$ cat config.mk
export PLATFORM = sky130hd
export DESIGN_NAME = ib_update_scheduler
export DESIGN_NICKNAME = d
export VERILOG_FILES = /design/src/rtl/ib_sched_pkg.sv /design/src/rtl/sched_wdog.sv /design/src/rtl/ib_update_scheduler.sv
export SDC_FILE = /design/constraint.sdc
export NUM_CORES = 1
export LEC_CHECK = 0
export ABC_CLOCK_PERIOD_IN_PS = 2080
export BUFFER_PORTS_ARGS = -buffer_cell sky130_fd_sc_hd__buf_2
export CAP_MARGIN = 15
export CORE_AREA = 2 2 52 54
export DETAILED_ROUTE_END_ITERATION = 10
export DIE_AREA = 0 0 54 56
export GPL_TIMING_DRIVEN = 1
export PLACE_DENSITY = 0.72
export SKIP_LAST_GASP = 1
export SLEW_MARGIN = 30
export SYNTH_ARGS = -nofsm -noshare
export SYNTH_HDL_FRONTEND = slang
export SYNTH_SLANG_ARGS = --single-unit
$ cat constraint.sdc
create_clock -name sys_clk -period 2.08 [get_ports sys_clk]
set_clock_uncertainty 0.05 [all_clocks]
set_input_delay 0.416 -clock sys_clk [delete_from_list [all_inputs] [get_ports sys_clk]]
set_output_delay 0.416 -clock sys_clk [all_outputs]
set_load 0.01 [all_outputs]
$ cat src/rtl/ib_sched_pkg.sv
// ib_sched_pkg: scheduler state encoding and engine busy codes.
package ib_sched_pkg;
   typedef enum logic [2:0] {
      IDLE, ISSUE, WAIT_FIN, RELEASE, WAIT_IDLE, NEXT, TERM, DONE
   } state_e;
   localparam logic [1:0] BUSY_IDLE = 2'b00;
   localparam logic [1:0] BUSY_RUN  = 2'b01;
   localparam logic [1:0] BUSY_FIN  = 2'b10;
endpackage

$ cat src/rtl/sched_wdog.sv
// sched_wdog: loadable down-counter; expires when it hits zero while enabled.
module sched_wdog #(
   parameter int CYCLES = 128
) (
   input  logic clk,
   input  logic rst,
   input  logic load_i,
   input  logic en_i,
   output logic expired_o
);
   localparam int CW = CYCLES > 2 ? $clog2(CYCLES) : 1;
   logic [CW-1:0] cnt_q, cnt_d;
   always_comb cnt_d = load_i ? CW'(CYCLES - 1) : (en_i && cnt_q != '0) ? cnt_q - CW'(1) : cnt_q;
   always_ff @(posedge clk)
      if (rst) cnt_q <= '0;
      else     cnt_q <= cnt_d;
   assign expired_o = en_i && cnt_q == '0;
endmodule

$ cat src/rtl/ib_update_scheduler.sv
// ib_update_scheduler: hands the shared IB ROM port to each update engine in turn,
// counts iterations and ends a codeword on syndrome pass, iteration limit or watchdog.
module ib_update_scheduler import ib_sched_pkg::*; #(
   parameter int NUM_ENG     = 3,
   parameter int ITER_MAX    = 10,
   parameter int ITER_W      = $clog2(ITER_MAX + 1),
   parameter int WDOG_CYCLES = 128,
   parameter int SEL_W       = NUM_ENG > 1 ? $clog2(NUM_ENG) : 1
) (
   input  logic                 sys_clk,
   input  logic                 rst,
   input  logic                 start,
   input  logic                 decode_term,
   input  logic [2*NUM_ENG-1:0] eng_busy,
   output logic [NUM_ENG-1:0]   eng_iter_rqst,
   output logic [NUM_ENG-1:0]   eng_iter_term,
   output logic [SEL_W-1:0]     rom_sel,
   output logic [ITER_W-1:0]    iter_cnt,
   output logic                 sched_busy,
   output logic                 done,
   output logic                 wdog_err
);
   state_e              state_q, state_d;
   logic [SEL_W-1:0]    idx_q, idx_d;
   logic [ITER_W-1:0]   iter_q, iter_d, iter_inc;
   logic                werr_q, werr_d;
   logic [1:0]          cur_busy;
   logic                wait_st, wd_exp, last;

   assign cur_busy = eng_busy[{idx_q, 1'b0} +: 2];
   assign wait_st  = state_q == WAIT_FIN || state_q == WAIT_IDLE;
   assign last     = idx_q == SEL_W'(NUM_ENG - 1);
   assign iter_inc = (iter_q == ITER_W'(ITER_MAX)) ? iter_q : iter_q + ITER_W'(1);

   // Reloading on every state change gives each wait state its own full budget.
   sched_wdog #(.CYCLES(WDOG_CYCLES)) u_wdog (
      .clk      (sys_clk),
      .rst      (rst),
      .load_i   (state_d != state_q),
      .en_i     (wait_st),
      .expired_o(wd_exp)
   );

   always_comb begin
      state_d = state_q;
      idx_d   = idx_q;
      iter_d  = iter_q;
      werr_d  = werr_q;
      case (state_q)
         IDLE: if (start) begin
            state_d = ISSUE;
            idx_d   = '0;
            iter_d  = '0;
            werr_d  = 1'b0;
         end
         ISSUE:     state_d = WAIT_FIN;
         WAIT_FIN:  begin
            state_d = wd_exp ? TERM : (cur_busy == BUSY_FIN) ? RELEASE : WAIT_FIN;
            werr_d  = werr_q | wd_exp;
         end
         RELEASE:   state_d = WAIT_IDLE;
         WAIT_IDLE: begin
            state_d = wd_exp ? TERM : (cur_busy == BUSY_IDLE) ? NEXT : WAIT_IDLE;
            werr_d  = werr_q | wd_exp;
         end
         // Syndrome pass beats the iteration wrap, so the wrap is not counted.
         NEXT: if (decode_term) state_d = TERM;
         else if (last) begin
            iter_d  = iter_inc;
            state_d = (iter_inc == ITER_W'(ITER_MAX)) ? TERM : ISSUE;
            idx_d   = (iter_inc == ITER_W'(ITER_MAX)) ? idx_q : '0;
         end else begin
            idx_d   = idx_q + SEL_W'(1);
            state_d = ISSUE;
         end
         TERM:    state_d = DONE;
         DONE:    state_d = IDLE;
         default: state_d = IDLE;
      endcase
   end

   always_ff @(posedge sys_clk)
      if (rst) begin
         state_q <= IDLE;
         idx_q   <= '0;
         iter_q  <= '0;
         werr_q  <= 1'b0;
      end else begin
         state_q <= state_d;
         idx_q   <= idx_d;
         iter_q  <= iter_d;
         werr_q  <= werr_d;
      end

   assign eng_iter_rqst = (state_q == WAIT_FIN) ? NUM_ENG'(1) << idx_q : '0;
   assign eng_iter_term = {NUM_ENG{state_q == TERM}};
   assign rom_sel       = idx_q;
   assign iter_cnt      = iter_q;
   assign sched_busy    = state_q != IDLE;
   assign done          = state_q == DONE;
   assign wdog_err      = werr_q;
endmodule

# After elaboration in Yosys (flattened, before gate mapping)
# Cells that the tools add are included.
[totals]
reg_bits = 17
in_bits = 10
output_inout_bits = 15
elab_cells = 66
[op_classes]
addsub = 3
n_eq_ne = 16
shifts = 2
mux = 24
bitwise_logic = 1
n_reduce_logical = 15
[ops]
columns = ["cell", "count"]
rows = [
  ["case mux 3 bit (8 select lines)", 1],
  ["2-to-1 mux 3 bit", 6],
  ["2-to-1 mux 4 bit", 4],
  ["2-to-1 mux 7 bit", 2],
  ["== test 3 bit, second input constant", 4],
  ["2-to-1 mux 2 bit", 5],
  ["== test 4 bit, second input constant", 2],
  ["case mux 4 bit (2 select lines)", 1],
  ["AND reduction 4 bit", 2],
  ["logical NOT 7 bit", 1],
  ["nonzero test 7 bit", 1],
  ["subtractor 7 x 1 -> 7 bit, second input constant", 1],
  ["== test 3 x 2 -> 1 bit, second input constant", 2],
  ["inequality test 2 bit, second input constant", 3],
  ["nonzero test 2 bit", 3],
  ["variable part select 6 x 4 -> 2 bit", 1],
  ["adder 4 x 1 -> 4 bit, second input constant", 1],
  ["== test 2 bit, second input constant", 2],
  ["case mux 2 bit (2 select lines)", 1],
  ["== test 3 x 1 -> 1 bit, second input constant", 1],
  ["logical NOT 3 bit", 1],
  ["2-to-1 mux 1 bit", 3],
  ["inequality test 3 bit", 1],
  ["inequality test 3 bit, second input constant", 1],
  ["other kinds (10)", 11],
]

# Depth between registers and ports, before layout
[logic_depth]
depth_word = 9
mapped_depth = 7
ltp_nobuf = 7

# By module
# From an unflattened synthesis, not the netlist that was laid out.
[hier_totals]
cells_unflattened = 144
hier_area_um2 = 1117.3
[modules_own_cells]
columns = ["mod", "instances", "cells_each", "area_per_inst_um2", "seq_area_each_um2"]
rows = [
  ["ib_update_scheduler", 1, 102, 743.2, 200.2],
  ["sched_wdog", 1, 42, 374.1, 140.1],
]

# Least setup slack after synthesis
# No wires, ideal clock.
[synth_path]
kind = "register to register"
startpoint = "reg u_wdog.cnt_q[0]"
endpoint = "reg u_wdog.cnt_q[5]"
setup_ps = 74
t_arrival_ps = 1877
required_ps = 1956
slack_ps = 79
stages_incl_launch_ff = 8
path_buffers = 0
synth_period_minus_slack_ps = 2001
cell_sequence = "dfxtp_1 inv_1 ha_1 nor3b_1 and2_1 or3_1 or4_1 a31oi_1"
[synth_between]
elab_chain_len = 6
[synth_lines]
columns = ["element", "line_no", "text"]
rows = [
  ["start, declared", "sched_wdog.sv:12", "logic [CW-1:0] cnt_q, cnt_d;"],
  ["start signal, assigned", "sched_wdog.sv:16", "else cnt_q <= cnt_d;"],
  ["logical NOT 7 bit", "sched_wdog.sv:17", "assign expired_o = en_i && cnt_q == '0;"],
  ["logical AND 1 bit", "sched_wdog.sv:17", ""],
  ["2-to-1 mux 2 bit or 2-to-1 mux 3 bit (tied branches)", "ib_update_scheduler.sv:63, ib_update_scheduler.sv:58", ""],
  ["case mux 3 bit (8 select lines)", "ib_update_scheduler.sv:49", "case (state_q)"],
  ["inequality test 3 bit", "ib_update_scheduler.sv:39", ".load_i (state_d != state_q),"],
  ["2-to-1 mux 7 bit or nonzero test 2 bit (tied branches)", "--", ""],
]
# Several ways; a longest one is shown, not always the timed one. The select of a mux whose other input is x is not followed.
# A chain may end at the register's enable or synchronous reset.

# Worst setup path after layout
[layout_path]
startpoint = "reg state_q[1]"
endpoint = "out eng_iter_rqst[1]"
[layout_between]
elab_chain_len = 2
[layout_lines]
columns = ["element", "line_no", "text"]
rows = [
  ["start, declared", "ib_update_scheduler.sv:23", "state_e state_q, state_d;"],
  ["start signal, assigned", "ib_update_scheduler.sv:89", "state_q <= state_d;"],
  ["== test 3 x 2 -> 1 bit", "ib_update_scheduler.sv:95", "assign eng_iter_rqst = (state_q == WAIT_FIN) ? NUM_ENG'(1) << idx_q : '0;"],
  ["2-to-1 mux 3 bit", "ib_update_scheduler.sv:95", ""],
  ["end, declared", "ib_update_scheduler.sv:15", "output logic [NUM_ENG-1:0] eng_iter_rqst,"],
]
# No other way between the ends.

==> flow_summary_export.csv <==
group,metric,value,unit
worst_setup_path,crit_type,"reg2out",
die,die_h,56,um
logic_synthesis,ys_top_cells_by_area,"dfxtp_1 30%, a21oi_1 7.6%, ha_1 4.5%, a211oi_1 3.4%, nand2_1 3.4%",
layout,diodes,0,
layout,area_delta_synth_final,27.0,%
cts,cts_buffers,3,
flow_run,max_cap_viol_count,0,
placed_design,placed_area,0.00133,mm2
worst_setup_path,crit_arrival,1.53,ns
worst_setup_path,path_max_fanout,6,
timing,timing.setup.tns,0,ns
logic_synthesis,synth_compound_area_frac,0.289,
worst_hold_path,min_path_cells,2,
logic_synthesis,yosys-top-cells-count,"17 x a21oi_1, 17 x dfxtp_1, 10 x nand2_1",
pwr,vdd_drop_max,0.000517,V
logic_synthesis,synthAdderAreaFrac,0.0447,
timing,worst_pin_slew,0.364,ns
logic_synthesis,yosys.area.top_type,"dfxtp_1",
cts,hold_buffers,0,
logic_synthesis,yosysWarningCount,0,
timing,fin_crit_sh,0.957,
logic_synthesis,synth_edf_count,0,
layout,fin_area,0.00142,mm2
placed_design,gp_congestion,0.777,
routing,vias,1144,
worst_setup_path,path_delay_family,"simple AND/OR/NAND/NOR gates",
pwr,seqPwrFrac,0.432,
worst_setup_path,cp_slowest_stage_delay,0.39,ns
layout,finalCoreUtilization,0.585,
global_routing,grtUsageMet2,0.382,
layout,nNetsFinal,185,
placed_design,place_inst,194,
logic_synthesis,ys.flop_type,"dfxtp_1",
cts,clk_pin_slew,0.10,ns
logic_synthesis,postSynth.asyncResetShare,0,
global_routing,grt_busiest_layer,"met2",
global_routing,grt_pass1_vias,1120,
timing,fin_ws,0.0890,ns
pwr,p_clk_frac,0.199,
routing,firstDrtPassIters,4,
global_routing,global_route.usage.met1,0.214,
logic_synthesis,ys_seq_area_frac,0.304,
timing,fmax,0.502,GHz
worst_setup_path,critPathRequiredTime,1.61,ns
placed_design,hpwlAfterDp,2080,um
pwr,p_switching,0.333,mW
outcome,outcome,"finished, final reports clean",
global_routing,antenna_found_initial,0,
layout,fin_cells,200,
global_routing,grt_use_total,0.203,
timing,hold_viol,0,
cts,cts-root-buf,"clkbuf_4",
timing,report.final.slew_viol_count,0,
pwr,design_power_total,0.937,mW
die,ios,25,
logic_synthesis,netlist_area,0.00112,mm2
timing,rsz0062_at_grt,"false",
logic_synthesis,synth_top_family_by_area,"compound AO/OA/AOI/OAI gates",
die,die_w,54,um
global_routing,grt_first_pass_wirelength,4660,um
worst_hold_path,worstHoldPathType,"in2reg",
timing,period_needed,1.99,ns
pwr,powerDensity,659,mW/mm2
die,rows,18,
cts,clock-sinks,17,
logic_synthesis,syn_nets,151,
worst_setup_path,worstSetupStartpointType,"register",
pwr,swShare,0.355,
cts,clockBufferDepth,2,
layout,post_route_cells_drive_above_1_share,0.329,
global_routing,grt_max_degree,18,
worst_setup_path,endpoint_kind,"output pin",
cts,cts_tree,"yes",
routing,drtIter0Drc,24,
placed_design,portBuffers,24,
logic_synthesis,synthMuxAreaShare,0.0279,
pwr,combPwrFrac,0.369,
pwr,p_int,0.604,mW
worst_setup_path,worst-path-stages,5,
logic_synthesis,synth_seq_cells,17,
placed_design,place_ws,-0.155,ns
timing,setup_violations,0,
die,die_area,0.00302,mm2
global_routing,use_met3,0.0484,
die,design.core.area,0.00243,mm2
worst_setup_path,reg2reg_depth,7,
routing,routedWlPerCell,14.1,um
routing,ant_nets,0,
logic_synthesis,synth_top_area_frac,0.304,
pwr,p_leak,0.565,nW
cts,h-tree-depth,1,
logic_synthesis,yosys.cell_types.count,45,
logic_synthesis,syn_inst,137,
cts,clock_latency,0.30,ns
worst_setup_path,worst_path_max_delay_cell,"or3_4",
routing,drc,0,
worst_setup_path,critPathBufInv,3,
timing,max_slew_margin,0.756,
global_routing,overflow,0,
logic_synthesis,yosys.area_share.xor_xnor,0.0469,
die,initial_utilization,0.460,
timing,fin_hold_ws,0.331,ns
logic_synthesis,synth-simple-area-share,0.220,
routing,viasPerCell,5.72,
routing,wl,2810,um
logic_synthesis,avgSynthCellArea,8.17,um2
worst_setup_path,path_cells,"buf_6 > inv_2 > or3_4 > nor3b_2 > buf_2",
==> area by class of cell <==
cell class	instances	area [um2]
fill	235	1010
multi-input combinational	103	752
timing repair buffer	39	236
clock buffer	4	26.3
sequential	17	344
inverter	7	26.3
tap	30	37.5
==> worst paths after layout <==
path | startpoint | end | slack (ns)
min | start | wdog_err | 0.33
min reg2reg | wdog_err | wdog_err | 0.49
max reg2reg | u_wdog.cnt_q[0] | u_wdog.cnt_q[5] | 0.10
max | state_q[1] | eng_iter_rqst[1] | 0.09
==> kinds of logic (layout without fill, tap and decap cells) <==
kind of cell	count (synthesis)	after routing
flops	17	17
xor+xnor	6	6
mux	3	3
buf+inv	17	50
fa+ha+maj	4	4
simple gates	45	45
compound gates	45	45
==> registers in the layout, indices dropped and copies added (netlist names) <==
signal,cells
wdog_err,1
iter_cnt,4
state_q,3
rom_sel,2
u_wdog.cnt_q,7
==> power groups by stage <==
stage               Combinational, mW  Sequential [mW]  Clock (mW)
detailed placement              0.311            0.405           0
CTS                             0.325            0.402       0.189
floorplan                       0.209            0.394           0
finish                          0.346            0.405       0.186
global route                    0.387            0.411       0.202
global placement                0.301            0.402           0
==> routing by layer <==
layer	wire [um]	vias up
li1	-	575
met2	1570	27
met3	110	2
met1	1120	540
met4	19	0
met5	0	-
==> worst reg2reg max path, stage by stage (launching register included) <==
cell and delay [ns]:
dfxtp_2 0.34, inv_1 0.05, ha_1 0.21, nor3b_4 0.17
and2_1 0.17, or3_1 0.36, or4_1 0.42, a31oi_1 0.14
==> repair_timing <==
action,4_1_cts,5_1_grt
resized for setup,5,10
endpoints found under the setup margin,9,14
pin swaps,0,2
setup buffers,0,2
==> layout by cell type (no fill, tap or decap), types with 4 or more instances in the layout <==
| cell type | instances |
|---|---|
| nor3_1 | 4 |
| buf_4 | 14 |
| inv_1 | 6 |
| ha_1 | 4 |
| a21oi_1 | 17 |
| nor2_1 | 7 |
| dfxtp_1 | 14 |
| nand2_1 | 10 |
| a211oi_1 | 4 |
| buf_2 | 24 |
No activity file was read; power rests on OpenSTA's default activity.
